<file path="src/rtl/ddr3_init_seq_if.sv">
// DDR3 command pins and the init/refresh handshake between ddr3_init_seq and its neighbours.
interface ddr3_init_seq_if;
  logic        ddr3_rstn;
  logic        ddr3_cke;
  logic        ddr3_csn;
  logic        ddr3_rasn;
  logic        ddr3_casn;
  logic        ddr3_wen;
  logic [2:0]  ddr3_ba;
  logic [12:0] ddr3_a;
  logic        ddr3_odt;
  logic        init_done;
  logic        ref_req;
  logic        ref_ack;

  modport master (
    output ddr3_rstn, ddr3_cke, ddr3_csn, ddr3_rasn, ddr3_casn, ddr3_wen,
           ddr3_ba, ddr3_a, ddr3_odt, init_done, ref_req,
    input  ref_ack
  );

  modport slave (
    input  ddr3_rstn, ddr3_cke, ddr3_csn, ddr3_rasn, ddr3_casn, ddr3_wen,
           ddr3_ba, ddr3_a, ddr3_odt, init_done, ref_req,
    output ref_ack
  );
endinterface

</file>
<file path="src/rtl/ddr3_init_seq.sv">
// DDR3 power-up/init sequencer: reset hold, CKE wait, MRS2/3/1/0, ZQCL, then init_done.
// Optional periodic refresh with ref_req/ref_ack handshake when DDR3_AUTO_REFRESH_EN is defined.
module ddr3_init_seq #(
  parameter int unsigned T_RST    = 10000,
  parameter int unsigned T_CKE    = 25000,
  parameter int unsigned T_XPR    = 9,
  parameter int unsigned T_MRD    = 4,
  parameter int unsigned T_MOD    = 12,
  parameter int unsigned T_ZQINIT = 512,
  parameter int unsigned T_REFI   = 390,
  parameter int unsigned T_RFC    = 8,
  parameter logic [15:0] MR0      = 16'h0520,
  parameter logic [15:0] MR1      = 16'h0004,
  parameter logic [15:0] MR2      = 16'h0008,
  parameter logic [15:0] MR3      = 16'h0000
) (
  input  logic            osc,
  input  logic            perstn,
  ddr3_init_seq_if.master ddr
);

  typedef enum logic [3:0] {
    S_RST_HOLD,
    S_CKE_WAIT,
    S_TXPR,
    S_MRS2,
    S_MRS3,
    S_MRS1,
    S_MRS0,
    S_ZQCL,
    S_DONE,
    S_REF_REQ,
    S_REF
  } state_e;

  typedef struct packed {
    logic        rstn;
    logic        cke;
    logic        csn;
    logic        rasn;
    logic        casn;
    logic        wen;
    logic [2:0]  ba;
    logic [12:0] a;
    logic        init_done;
    logic        ref_req;
  } pins_t;

  // {csn, rasn, casn, wen}
  localparam logic [3:0] CMD_DESEL = 4'b1111;
  localparam logic [3:0] CMD_NOP   = 4'b0111;
  localparam logic [3:0] CMD_MRS   = 4'b0000;
  localparam logic [3:0] CMD_ZQCL  = 4'b0110;
  localparam logic [3:0] CMD_REF   = 4'b0001;

  localparam pins_t PINS_RESET = '{
    rstn: 1'b0, cke: 1'b0, csn: 1'b1, rasn: 1'b1, casn: 1'b1, wen: 1'b1,
    ba: 3'd0, a: 13'd0, init_done: 1'b0, ref_req: 1'b0
  };

  // Each counter load is wait-1 so a state lasts exactly its wait and leaves on zero.
  localparam logic [19:0] LD_RST    = 20'(T_RST - 1);
  localparam logic [19:0] LD_CKE    = 20'(T_CKE - 1);
  localparam logic [19:0] LD_XPR    = 20'(T_XPR - 1);
  localparam logic [19:0] LD_MRD    = 20'(T_MRD - 1);
  localparam logic [19:0] LD_MOD    = 20'(T_MOD - 1);
  localparam logic [19:0] LD_ZQINIT = 20'(T_ZQINIT - 1);
  localparam logic [19:0] LD_REFI   = 20'(T_REFI - 1);
  localparam logic [19:0] LD_RFC    = 20'(T_RFC - 1);

  state_e      state_q, state_d;
  logic [19:0] cnt_q, cnt_d;
  pins_t       pins_q, pins_d;
  logic        cnt_zero;

  function automatic logic [19:0] load_for(input state_e s);
    case (s)
      S_RST_HOLD:             load_for = LD_RST;
      S_CKE_WAIT:             load_for = LD_CKE;
      S_TXPR:                 load_for = LD_XPR;
      S_MRS2, S_MRS3, S_MRS1: load_for = LD_MRD;
      S_MRS0:                 load_for = LD_MOD;
      // ZQCL cycle plus its NOP tail together span T_ZQINIT.
      S_ZQCL:                 load_for = LD_ZQINIT;
      S_DONE:                 load_for = LD_REFI;
      S_REF:                  load_for = LD_RFC;
      default:                load_for = 20'd0;
    endcase
  endfunction

  assign cnt_zero = (cnt_q == 20'd0);

  // NOTE: every variable gets a default before the case so no path infers a latch.
  always_comb begin
    state_d = state_q;
    cnt_d   = cnt_zero ? 20'd0 : cnt_q - 20'd1;
    case (state_q)
      S_RST_HOLD: if (cnt_zero) state_d = S_CKE_WAIT;
      S_CKE_WAIT: if (cnt_zero) state_d = S_TXPR;
      S_TXPR:     if (cnt_zero) state_d = S_MRS2;
      S_MRS2:     if (cnt_zero) state_d = S_MRS3;
      S_MRS3:     if (cnt_zero) state_d = S_MRS1;
      S_MRS1:     if (cnt_zero) state_d = S_MRS0;
      S_MRS0:     if (cnt_zero) state_d = S_ZQCL;
      S_ZQCL:     if (cnt_zero) state_d = S_DONE;
      S_DONE: begin
`ifdef DDR3_AUTO_REFRESH_EN
        if (cnt_zero) state_d = S_REF_REQ;
`endif
      end
      S_REF_REQ:  if (ddr.ref_ack) state_d = S_REF;
      S_REF:      if (cnt_zero) state_d = S_DONE;
      default:    state_d = S_RST_HOLD;
    endcase
    if (state_d != state_q) cnt_d = load_for(state_d);
  end

  // Pin values are derived from the next state so they register alongside it;
  // a command is driven only on the first cycle of its state.
  always_comb begin
    pins_d           = PINS_RESET;
    pins_d.rstn      = (state_d != S_RST_HOLD);
    pins_d.cke       = !(state_d inside {S_RST_HOLD, S_CKE_WAIT});
    {pins_d.csn, pins_d.rasn, pins_d.casn, pins_d.wen} = pins_d.cke ? CMD_NOP : CMD_DESEL;
    pins_d.init_done = (state_d inside {S_DONE, S_REF_REQ, S_REF});
    pins_d.ref_req   = (state_d == S_REF_REQ);
    if (state_d != state_q) begin
      case (state_d)
        S_MRS2: begin
          {pins_d.csn, pins_d.rasn, pins_d.casn, pins_d.wen} = CMD_MRS;
          pins_d.ba = 3'd2;
          pins_d.a  = MR2[12:0];
        end
        S_MRS3: begin
          {pins_d.csn, pins_d.rasn, pins_d.casn, pins_d.wen} = CMD_MRS;
          pins_d.ba = 3'd3;
          pins_d.a  = MR3[12:0];
        end
        S_MRS1: begin
          {pins_d.csn, pins_d.rasn, pins_d.casn, pins_d.wen} = CMD_MRS;
          pins_d.ba = 3'd1;
          pins_d.a  = MR1[12:0];
        end
        S_MRS0: begin
          {pins_d.csn, pins_d.rasn, pins_d.casn, pins_d.wen} = CMD_MRS;
          pins_d.ba = 3'd0;
          pins_d.a  = MR0[12:0];
        end
        S_ZQCL: begin
          {pins_d.csn, pins_d.rasn, pins_d.casn, pins_d.wen} = CMD_ZQCL;
          pins_d.a = 13'h0400;
        end
        S_REF: {pins_d.csn, pins_d.rasn, pins_d.casn, pins_d.wen} = CMD_REF;
        default: ;
      endcase
    end
  end

  // NOTE: sequential state uses <= so every register samples the pre-edge values.
  always_ff @(posedge osc or negedge perstn) begin
    if (!perstn) begin
      state_q <= S_RST_HOLD;
      cnt_q   <= LD_RST;
      pins_q  <= PINS_RESET;
    end else begin
      state_q <= state_d;
      cnt_q   <= cnt_d;
      pins_q  <= pins_d;
    end
  end

  assign ddr.ddr3_rstn = pins_q.rstn;
  assign ddr.ddr3_cke  = pins_q.cke;
  assign ddr.ddr3_csn  = pins_q.csn;
  assign ddr.ddr3_rasn = pins_q.rasn;
  assign ddr.ddr3_casn = pins_q.casn;
  assign ddr.ddr3_wen  = pins_q.wen;
  assign ddr.ddr3_ba   = pins_q.ba;
  assign ddr.ddr3_a    = pins_q.a;
  assign ddr.ddr3_odt  = 1'b0;
  assign ddr.init_done = pins_q.init_done;
  assign ddr.ref_req   = pins_q.ref_req;

endmodule
</file>
<file path="src/flat_wrapper.sv">
// flat-port wrapper written by rule: the top's interface ports become plain ports
module ddr3_init_seq_flat 
#(
  parameter int unsigned T_RST    = 10000,
  parameter int unsigned T_CKE    = 25000,
  parameter int unsigned T_XPR    = 9,
  parameter int unsigned T_MRD    = 4,
  parameter int unsigned T_MOD    = 12,
  parameter int unsigned T_ZQINIT = 512,
  parameter int unsigned T_REFI   = 390,
  parameter int unsigned T_RFC    = 8,
  parameter logic [15:0] MR0      = 16'h0520,
  parameter logic [15:0] MR1      = 16'h0004,
  parameter logic [15:0] MR2      = 16'h0008,
  parameter logic [15:0] MR3      = 16'h0000
)
  (osc, perstn, ddr_ddr3_rstn, ddr_ddr3_cke, ddr_ddr3_csn, ddr_ddr3_rasn, ddr_ddr3_casn, ddr_ddr3_wen, ddr_ddr3_ba, ddr_ddr3_a, ddr_ddr3_odt, ddr_init_done, ddr_ref_req, ddr_ref_ack);
  ddr3_init_seq_if ddr_i ();
  input  logic osc;
  input  logic perstn;
  output wire logic [$bits(ddr_i.ddr3_rstn)-1:0] ddr_ddr3_rstn;
  output wire logic [$bits(ddr_i.ddr3_cke)-1:0] ddr_ddr3_cke;
  output wire logic [$bits(ddr_i.ddr3_csn)-1:0] ddr_ddr3_csn;
  output wire logic [$bits(ddr_i.ddr3_rasn)-1:0] ddr_ddr3_rasn;
  output wire logic [$bits(ddr_i.ddr3_casn)-1:0] ddr_ddr3_casn;
  output wire logic [$bits(ddr_i.ddr3_wen)-1:0] ddr_ddr3_wen;
  output wire logic [$bits(ddr_i.ddr3_ba)-1:0] ddr_ddr3_ba;
  output wire logic [$bits(ddr_i.ddr3_a)-1:0] ddr_ddr3_a;
  output wire logic [$bits(ddr_i.ddr3_odt)-1:0] ddr_ddr3_odt;
  output wire logic [$bits(ddr_i.init_done)-1:0] ddr_init_done;
  output wire logic [$bits(ddr_i.ref_req)-1:0] ddr_ref_req;
  input wire logic [$bits(ddr_i.ref_ack)-1:0] ddr_ref_ack;
  assign ddr_ddr3_rstn = ddr_i.ddr3_rstn;
  assign ddr_ddr3_cke = ddr_i.ddr3_cke;
  assign ddr_ddr3_csn = ddr_i.ddr3_csn;
  assign ddr_ddr3_rasn = ddr_i.ddr3_rasn;
  assign ddr_ddr3_casn = ddr_i.ddr3_casn;
  assign ddr_ddr3_wen = ddr_i.ddr3_wen;
  assign ddr_ddr3_ba = ddr_i.ddr3_ba;
  assign ddr_ddr3_a = ddr_i.ddr3_a;
  assign ddr_ddr3_odt = ddr_i.ddr3_odt;
  assign ddr_init_done = ddr_i.init_done;
  assign ddr_ref_req = ddr_i.ref_req;
  assign ddr_i.ref_ack = ddr_ref_ack;
  ddr3_init_seq #(.T_RST(T_RST), .T_CKE(T_CKE), .T_XPR(T_XPR), .T_MRD(T_MRD), .T_MOD(T_MOD), .T_ZQINIT(T_ZQINIT), .T_REFI(T_REFI), .T_RFC(T_RFC), .MR0(MR0), .MR1(MR1), .MR2(MR2), .MR3(MR3)) u_core (.osc(osc), .perstn(perstn), .ddr(ddr_i));
endmodule
</file>
<file path="config.mk">
export PLATFORM = sky130hd
export DESIGN_NAME = ddr3_init_seq_flat
export DESIGN_NICKNAME = d
export VERILOG_FILES = /design/src/rtl/ddr3_init_seq_if.sv /design/src/rtl/ddr3_init_seq.sv /design/src/flat_wrapper.sv
export SDC_FILE = /design/constraint.sdc
export NUM_CORES = 1
export LEC_CHECK = 0
export CAP_MARGIN = 30
export CORE_MARGIN = 2
export CORE_UTILIZATION = 55
export CTS_CLUSTER_SIZE = 30
export DETAILED_ROUTE_END_ITERATION = 6
export PLACE_DENSITY_LB_ADDON = 0.2
export SLEW_MARGIN = 20
export SYNTH_ARGS = -nofsm -noshare
export SYNTH_HDL_FRONTEND = slang
export SYNTH_SLANG_ARGS = --single-unit
</file>
<file path="constraint.sdc">
create_clock -name osc -period 4.35 [get_ports osc]
set_input_delay 0.435 -clock osc [delete_from_list [all_inputs] [get_ports osc]]
set_output_delay 0.435 -clock osc [all_outputs]
set_load 0.1 [all_outputs]
</file>
==> flow_summary.yaml, run 1 <==
clock_tree:
  cts_made_buffers: 5
  cts.clk_slew.worst_paths_ns: 0.07
  cts_setup_buffers: 0
  clk-insertion-delay-late_ns: 0.29
  cts_tree: "yes"
  cts_sinks: 37
  htree_levels: 2
  clockBufferDepth: 2
  cts_root_buffer: "clkbuf_8"
  ctsHoldBuffers: 0
  cts_resized: 0
die:
  design.die.area_um2: 4290
  die_w_um: 65.5
  ios: 28
  start_util_pct: 56.8
  die_y_um: 65.5
  floorplan.rows: 22
  design.core.area_um2: 3660
worst_setup_path:
  cp-end-kind: "register"
  critical_path_class: "reg -> reg"
  reg2reg_slack_ns: 1.70
  worst_ep_required_time_ns: 4.57
  arrival_ns: 2.86
  cp-start-kind: "register"
  crit_path_max_fanout: 15
power_and_ir_drop:
  ir_worst_vdd_mv: 0.225
  p_leak_nw: 0.914
  totalPowerFinal_mw: 0.632
  power_density_nw_per_um2: 277
sta:
  timing.setup.tns_ns: 0
  rsz0062_at_grt: "false"
  slew_violations: 0
  whs_ns: 0.568
  setup_viol: 0
  fin_crit_sh_pct: 60.8
  finClkSkew_ns: 0.00577
  finalHoldViolCount: 0
  period_needed_ns: 2.65
  slew_headroom_pct: 34.9
  fmaxAchievable_mhz: 378
  worst_pin_slew_ns: 0.973
yosys:
  ys_seq_area_share_pct: 45.2
  synth.distinct_cells: 50
  yosysWarnings: 0
  syn_area_per_cell_um2: 9.63
  async_reset_ff_share_pct: 100
  syn_inst: 216
  netlist_area_um2: 2080
  synth-edff-count: 0
  ys_ff_latch: 37
  synthFlopType: "dfrtp_1"
drt:
  dr_wl_met3_um: 312
  drt-pass1-iter-count: 5
  met2_length_um: 2090
  wl_per_cell_um: 15.9
  post-route-drc-count: 0
  top_layer_used: "met4"
  met1Wirelength_um: 1840
  via_count: 1552
  drtAntennaViolNets: 0
  drt_wl_total_um: 4330
  vias_per_cell: 5.68
  drtIter0Drc: 75
run:
  cap_violations: 0
grt:
  grt_usage_pct: 22.5
  grt_pass1_vias: 1477
  grt_max_degree: 38
  grt_overflow: 0
  antenna_found_initial: 0
  grt_pass1_wl_um: 7180
cells_and_area:
  drive_gt1_share_pct: 13.3
  register_area_um2: 940
  multi_input_area_um2: 1000
  antennaDiodeCount: 0
  num-nets-final: 229
  syn_to_final_growth_pct: 9.74
  fill_cells: 314
place:
  port_buffers: 17
  dp_hpwl_um: 2940
  gp_congestion: 0.905
worst_hold_path:
  worstHoldPathType: "in -> async"
run_status:
  status: "finished clean"
## metal layers
metal | vias to the layer above | global-route usage (%)
met4 | 0 | 10.7
li1 | 746 | -
met2 | 59 | 34.7
met1 | 740 | 28.9
met5 | - | 0
met3 | 7 | 6.85
## final cells by class
class | count | area share, %
sequential | 37 | 41.2
timing repair buffer | 18 | 7.78
clock buffer | 7 | 3.78
tap | 48 | 2.63
multi-input combinational | 158 | 43.8
inverter | 5 | 0.822
## placed cells by master (no fill, tap or decap), drive strengths merged, types with 3 or more instances in the layout
cell type | synthesis | routed
clkdlybuf4s50 | 0 | 17
xnor2 | 10 | 10
a21boi | 3 | 3
nor3 | 11 | 11
o21a | 3 | 3
o22ai | 4 | 4
dfstp | 11 | 11
and3 | 3 | 3
or3 | 3 | 3
nor2b | 3 | 3
nand3 | 6 | 6
nand2 | 13 | 13
dfrtp | 26 | 26
nor2 | 21 | 21
a21oi | 9 | 9
xor2 | 7 | 7
nand2b | 5 | 5
clkbuf | 8 | 7
o21ai | 14 | 14
nor4 | 6 | 6
inv | 5 | 5
conb | 1 | 10
and2 | 3 | 3
## through the flow
step	setup WS [ns]	cells	cell area, µm²	utilization, %
2_1_floorplan	2.29	225	2110	-
3_3_place_gp	1.88	266	2200	60.0
3_5_place_dp	1.70	266	2200	60.0
4_1_cts	1.69	273	2280	62.4
5_1_grt	1.50	273	2280	62.4
6_report	1.70	273	2280	62.4
## critical path: stages (launching register included)
cell and delay (ns):
dfstp_2 0.38, inv_1 0.06, ha_1 0.19, nor4b_4 0.32, nand4_1 0.34, o21ai_1 0.83, o22ai_1 0.19, a211o_1 0.26
## worst paths after layout
kind                                           startpoint                          to  cells after the start
min in group osc                u_core.cnt_q[0]$_DFF_PN1_   u_core.cnt_q[0]$_DFF_PN1_                      1
max in group asynchronous                          perstn   u_core.cnt_q[1]$_DFF_PN1_                      2
worst max-delay path            u_core.cnt_q[0]$_DFF_PN1_   u_core.cnt_q[8]$_DFF_PN1_                      7
worst min-delay path                               perstn  u_core.cnt_q[19]$_DFF_PN0_                      2
worst max register to register  u_core.cnt_q[0]$_DFF_PN1_   u_core.cnt_q[8]$_DFF_PN1_                      7
worst min register to register  u_core.cnt_q[0]$_DFF_PN1_   u_core.cnt_q[0]$_DFF_PN1_                      1
## power breakdown
part	switching, mW	internal (mW)
clock network	0.115	0.126
logic	0.0446	0.00218
registers	0	0.344
total	0.159	0.472
## state kept, by name, indices dropped and copies added, names as in the netlist, 2 cells and up
name                cells
u_core.ddr.ddr3_a       4
u_core.cnt_q           20
u_core.state_q          4
u_core.ddr.ddr3_ba      2
## synth_stat cells (4+ instances only)
master | count | area [µm²]
a21oi_1 | 9 | 45.0
nor2_1 | 21 | 78.8
nor4_1 | 4 | 25.0
xnor2_1 | 10 | 87.6
o21ai_0 | 11 | 55.1
nand2b_1 | 4 | 25.0
dfstp_2 | 11 | 289
nand3_1 | 6 | 30.0
nor3_1 | 9 | 45.0
inv_1 | 5 | 18.8
clkbuf_1 | 8 | 30.0
o22ai_1 | 4 | 25.0
dfrtp_1 | 26 | 651
nand2_1 | 13 | 48.8
xor2_1 | 7 | 61.3
buf_4 | 12 | 90.1
## cells by family after synthesis
logic type | synth area share, %
and+or+nand+nor | 22.9
buffers and inverters | 8.36
DFF | 45.2
adders and majority gates | 0.601
other | 0.180
AOI/OAI and AO/OA | 14.1
xor gates and xnor gates | 7.16
muxes | 1.56
No activity file was read; power rests on OpenSTA's default activity.
==> inputs of run 2 (changes only) <==
--- a/config.mk
+++ b/config.mk
@@ -7,7 +7,7 @@
 export LEC_CHECK = 0
 export CAP_MARGIN = 30
 export CORE_MARGIN = 2
-export CORE_UTILIZATION = 55
+export CORE_UTILIZATION = 54
 export CTS_CLUSTER_SIZE = 30
 export DETAILED_ROUTE_END_ITERATION = 6
 export PLACE_DENSITY_LB_ADDON = 0.2
==> constraint.sdc (replaced) <==
create_clock -name osc -period 2.7 [get_ports osc]
set_input_delay 0.27 -clock osc [delete_from_list [all_inputs] [get_ports osc]]
set_output_delay 0.27 -clock osc [all_outputs]
set_load 0.1 [all_outputs]
==> run 2 against run 1 <==
Effect of this change: sequential cell count is the same; clock-buffer cell count fell by 2; critical path depth unchanged; largest cell class unchanged; highest routed layer unchanged.
==> flow_summary.yaml, run 2 (synthesized netlist as in run 1, its figures left out) <==
worst_setup_path:
  ff2ff_path_depth: 7
  reg2reg_slack_ns: 0.40
  arrival_ns: 2.53
  r2r_start: "u_core.cnt_q[1]$_DFF_PN1_"
  critical_path_class: "reg -> reg"
  worst_ep_required_time_ns: 2.92
  r2r_end: "u_core.cnt_q[13]$_DFF_PN1_"
  crit_path_max_fanout: 6
  cp-start-kind: "register"
  cp-end-kind: "register"
clock_tree:
  cts_tree: "yes"
  ctsHoldBuffers: 0
  cts_root_buffer: "clkbuf_8"
  cts_resized: 0
  clk-insertion-delay-late_ns: 0.29
  cts_made_buffers: 5
  clockBufferDepth: 2
  htree_levels: 2
  cts.clk_slew.worst_paths_ns: 0.08
  cts_setup_buffers: 0
  cts_sinks: 37
cells_and_area:
  num-nets-final: 230
  syn_to_final_growth_pct: 8.30
  antennaDiodeCount: 0
  mostFrequentLayoutCell: "dfrtp_1"
  layout_common_cells: "dfrtp_1, nor2_1, buf_4, nand2_1"
  drive_gt1_share_pct: 21.1
  largest_register: "u_core.cnt_q"
  largest_reg_flops: 20
grt:
  grt_usage_pct: 22.7
  antenna_found_initial: 0
  grt_overflow: 0
  grt_pass1_vias: 1486
  grt_pass1_wl_um: 7240
  grt_max_degree: 38
sta:
  fin_ws_ns: 0.397
  fmaxAchievable_mhz: 434
  finalHoldViolCount: 0
  period_needed_ns: 2.30
  fin_crit_sh_pct: 85.3
  worst_pin_slew_ns: 0.680
  slew_headroom_pct: 54.7
  finClkSkew_ns: 0.00175
  rsz0062_at_grt: "false"
  timing.setup.tns_ns: 0
  setup_viol: 0
  slew_violations: 0
power_and_ir_drop:
  power_density_nw_per_um2: 451
  p_leak_nw: 0.938
  ir_worst_vdd_mv: 0.315
drt:
  vias_per_cell: 5.66
  drtIter0Drc: 108
  drt-pass1-iter-count: 4
  via_count: 1557
  drt_wl_total_um: 4370
  post-route-drc-count: 0
  drtAntennaViolNets: 0
  wl_per_cell_um: 15.9
place:
  dp_worst_setup_slack_ns: 0.421
  port_buffers: 17
  gp_congestion: 0.915
  dp_hpwl_um: 3070
die:
  die_y_um: 66.1
  die_w_um: 66.1
  ios: 28
  design.die.area_um2: 4370
  floorplan.rows: 22
  design.core.area_um2: 3690
  start_util_pct: 56.4
run:
  cap_violations: 0
worst_hold_path:
  worstHoldPathType: "in -> async"
run_status:
  status: "finished clean"
==> run 2: per-stage QoR <==
step / instance area, µm² / utilization, % / total power, mW / cells / hold WS (ns)
final: 2250 / 61.1 / 1.02 / 275 / 0.382
after global routing: 2250 / 61.1 / 1.05 / 275 / 0.449
after CTS: 2250 / 61.1 / 1.02 / 275 / 0.398
after detailed placement: 2170 / 58.8 / 0.641 / 267 / 0.566
after global placement: 2170 / 58.8 / 0.640 / 267 / 0.556
after floorplan: 2110 / - / 0.636 / 225 / -0.0256
==> run 2: cell type report <==
| type | instances | area (µm²) |
|---|---|---|
| Clock buffer | 5 | 68.8 |
| Clock inverter | 3 | 17.5 |
| Fill cell | 339 | 1440 |
| Inverter | 5 | 18.8 |
| Multi-Input combinational cell | 158 | 1000 |
| Sequential cell | 37 | 940 |
| Tap cell | 48 | 60.1 |
| Timing Repair Buffer | 19 | 148 |
==> run 2: report_power, final <==
group | leakage, nW | switching [mW] | total, mW | internal, mW
logic | 0.452 | 0.0716 | 0.0751 | 0.00350
clock network | 0.0439 | 0.208 | 0.386 | 0.178
registers | 0.442 | 0 | 0.555 | 0.555
total | 0.938 | 0.279 | 1.02 | 0.736
==> run 2: worst max-delay path, stage by stage (launching register included) <==
cell     delay [ns]
dfstp_2        0.38
inv_1          0.06
ha_1           0.21
nor4b_4        0.36
and4_1         0.36
a21oi_1        0.15
a211o_1        0.39
mux2_1         0.32
==> run 2: how the worst max path moves through the flow <==
| stage | startpoint | endpoint | slack, ns | depth (start not counted) |
|---|---|---|---|---|
| after floorplan | u_core.cnt_q[0]$_DFF_PN1_ | u_core.cnt_q[13]$_DFF_PN1_ | 0.64 | 8 |
| after detailed placement | u_core.cnt_q[1]$_DFF_PN1_ | u_core.cnt_q[13]$_DFF_PN1_ | 0.42 | 7 |
| after global routing | u_core.cnt_q[0]$_DFF_PN1_ | u_core.ddr.ddr3_casn$_DFF_PN1_ | 0.25 | 7 |
| after global placement | u_core.cnt_q[0]$_DFF_PN1_ | u_core.cnt_q[13]$_DFF_PN1_ | 0.56 | 7 |
| final | u_core.cnt_q[1]$_DFF_PN1_ | u_core.cnt_q[13]$_DFF_PN1_ | 0.40 | 7 |
| after CTS | u_core.cnt_q[1]$_DFF_PN1_ | u_core.cnt_q[13]$_DFF_PN1_ | 0.41 | 7 |
==> run 2: layer usage <==
layer | routed length (µm) | global-route usage [%] | vias to the layer above
met5 | 0 | 0 | -
met4 | 135 | 14.3 | 0
met3 | 275 | 5.96 | 10
met2 | 2120 | 33.5 | 63
met1 | 1840 | 29.6 | 734
li1 | - | - | 750
==> inputs of run 3 (changes only) <==
--- a/config.mk
+++ b/config.mk
@@ -10,6 +10,7 @@
 export CORE_UTILIZATION = 54
 export CTS_CLUSTER_SIZE = 30
 export DETAILED_ROUTE_END_ITERATION = 6
+export GPL_TIMING_DRIVEN = 1
 export PLACE_DENSITY_LB_ADDON = 0.2
 export SLEW_MARGIN = 20
 export SYNTH_ARGS = -nofsm -noshare
==> results of run 3 <==
Same layout as run 2: the final DEF is identical, and so are final timing and power.
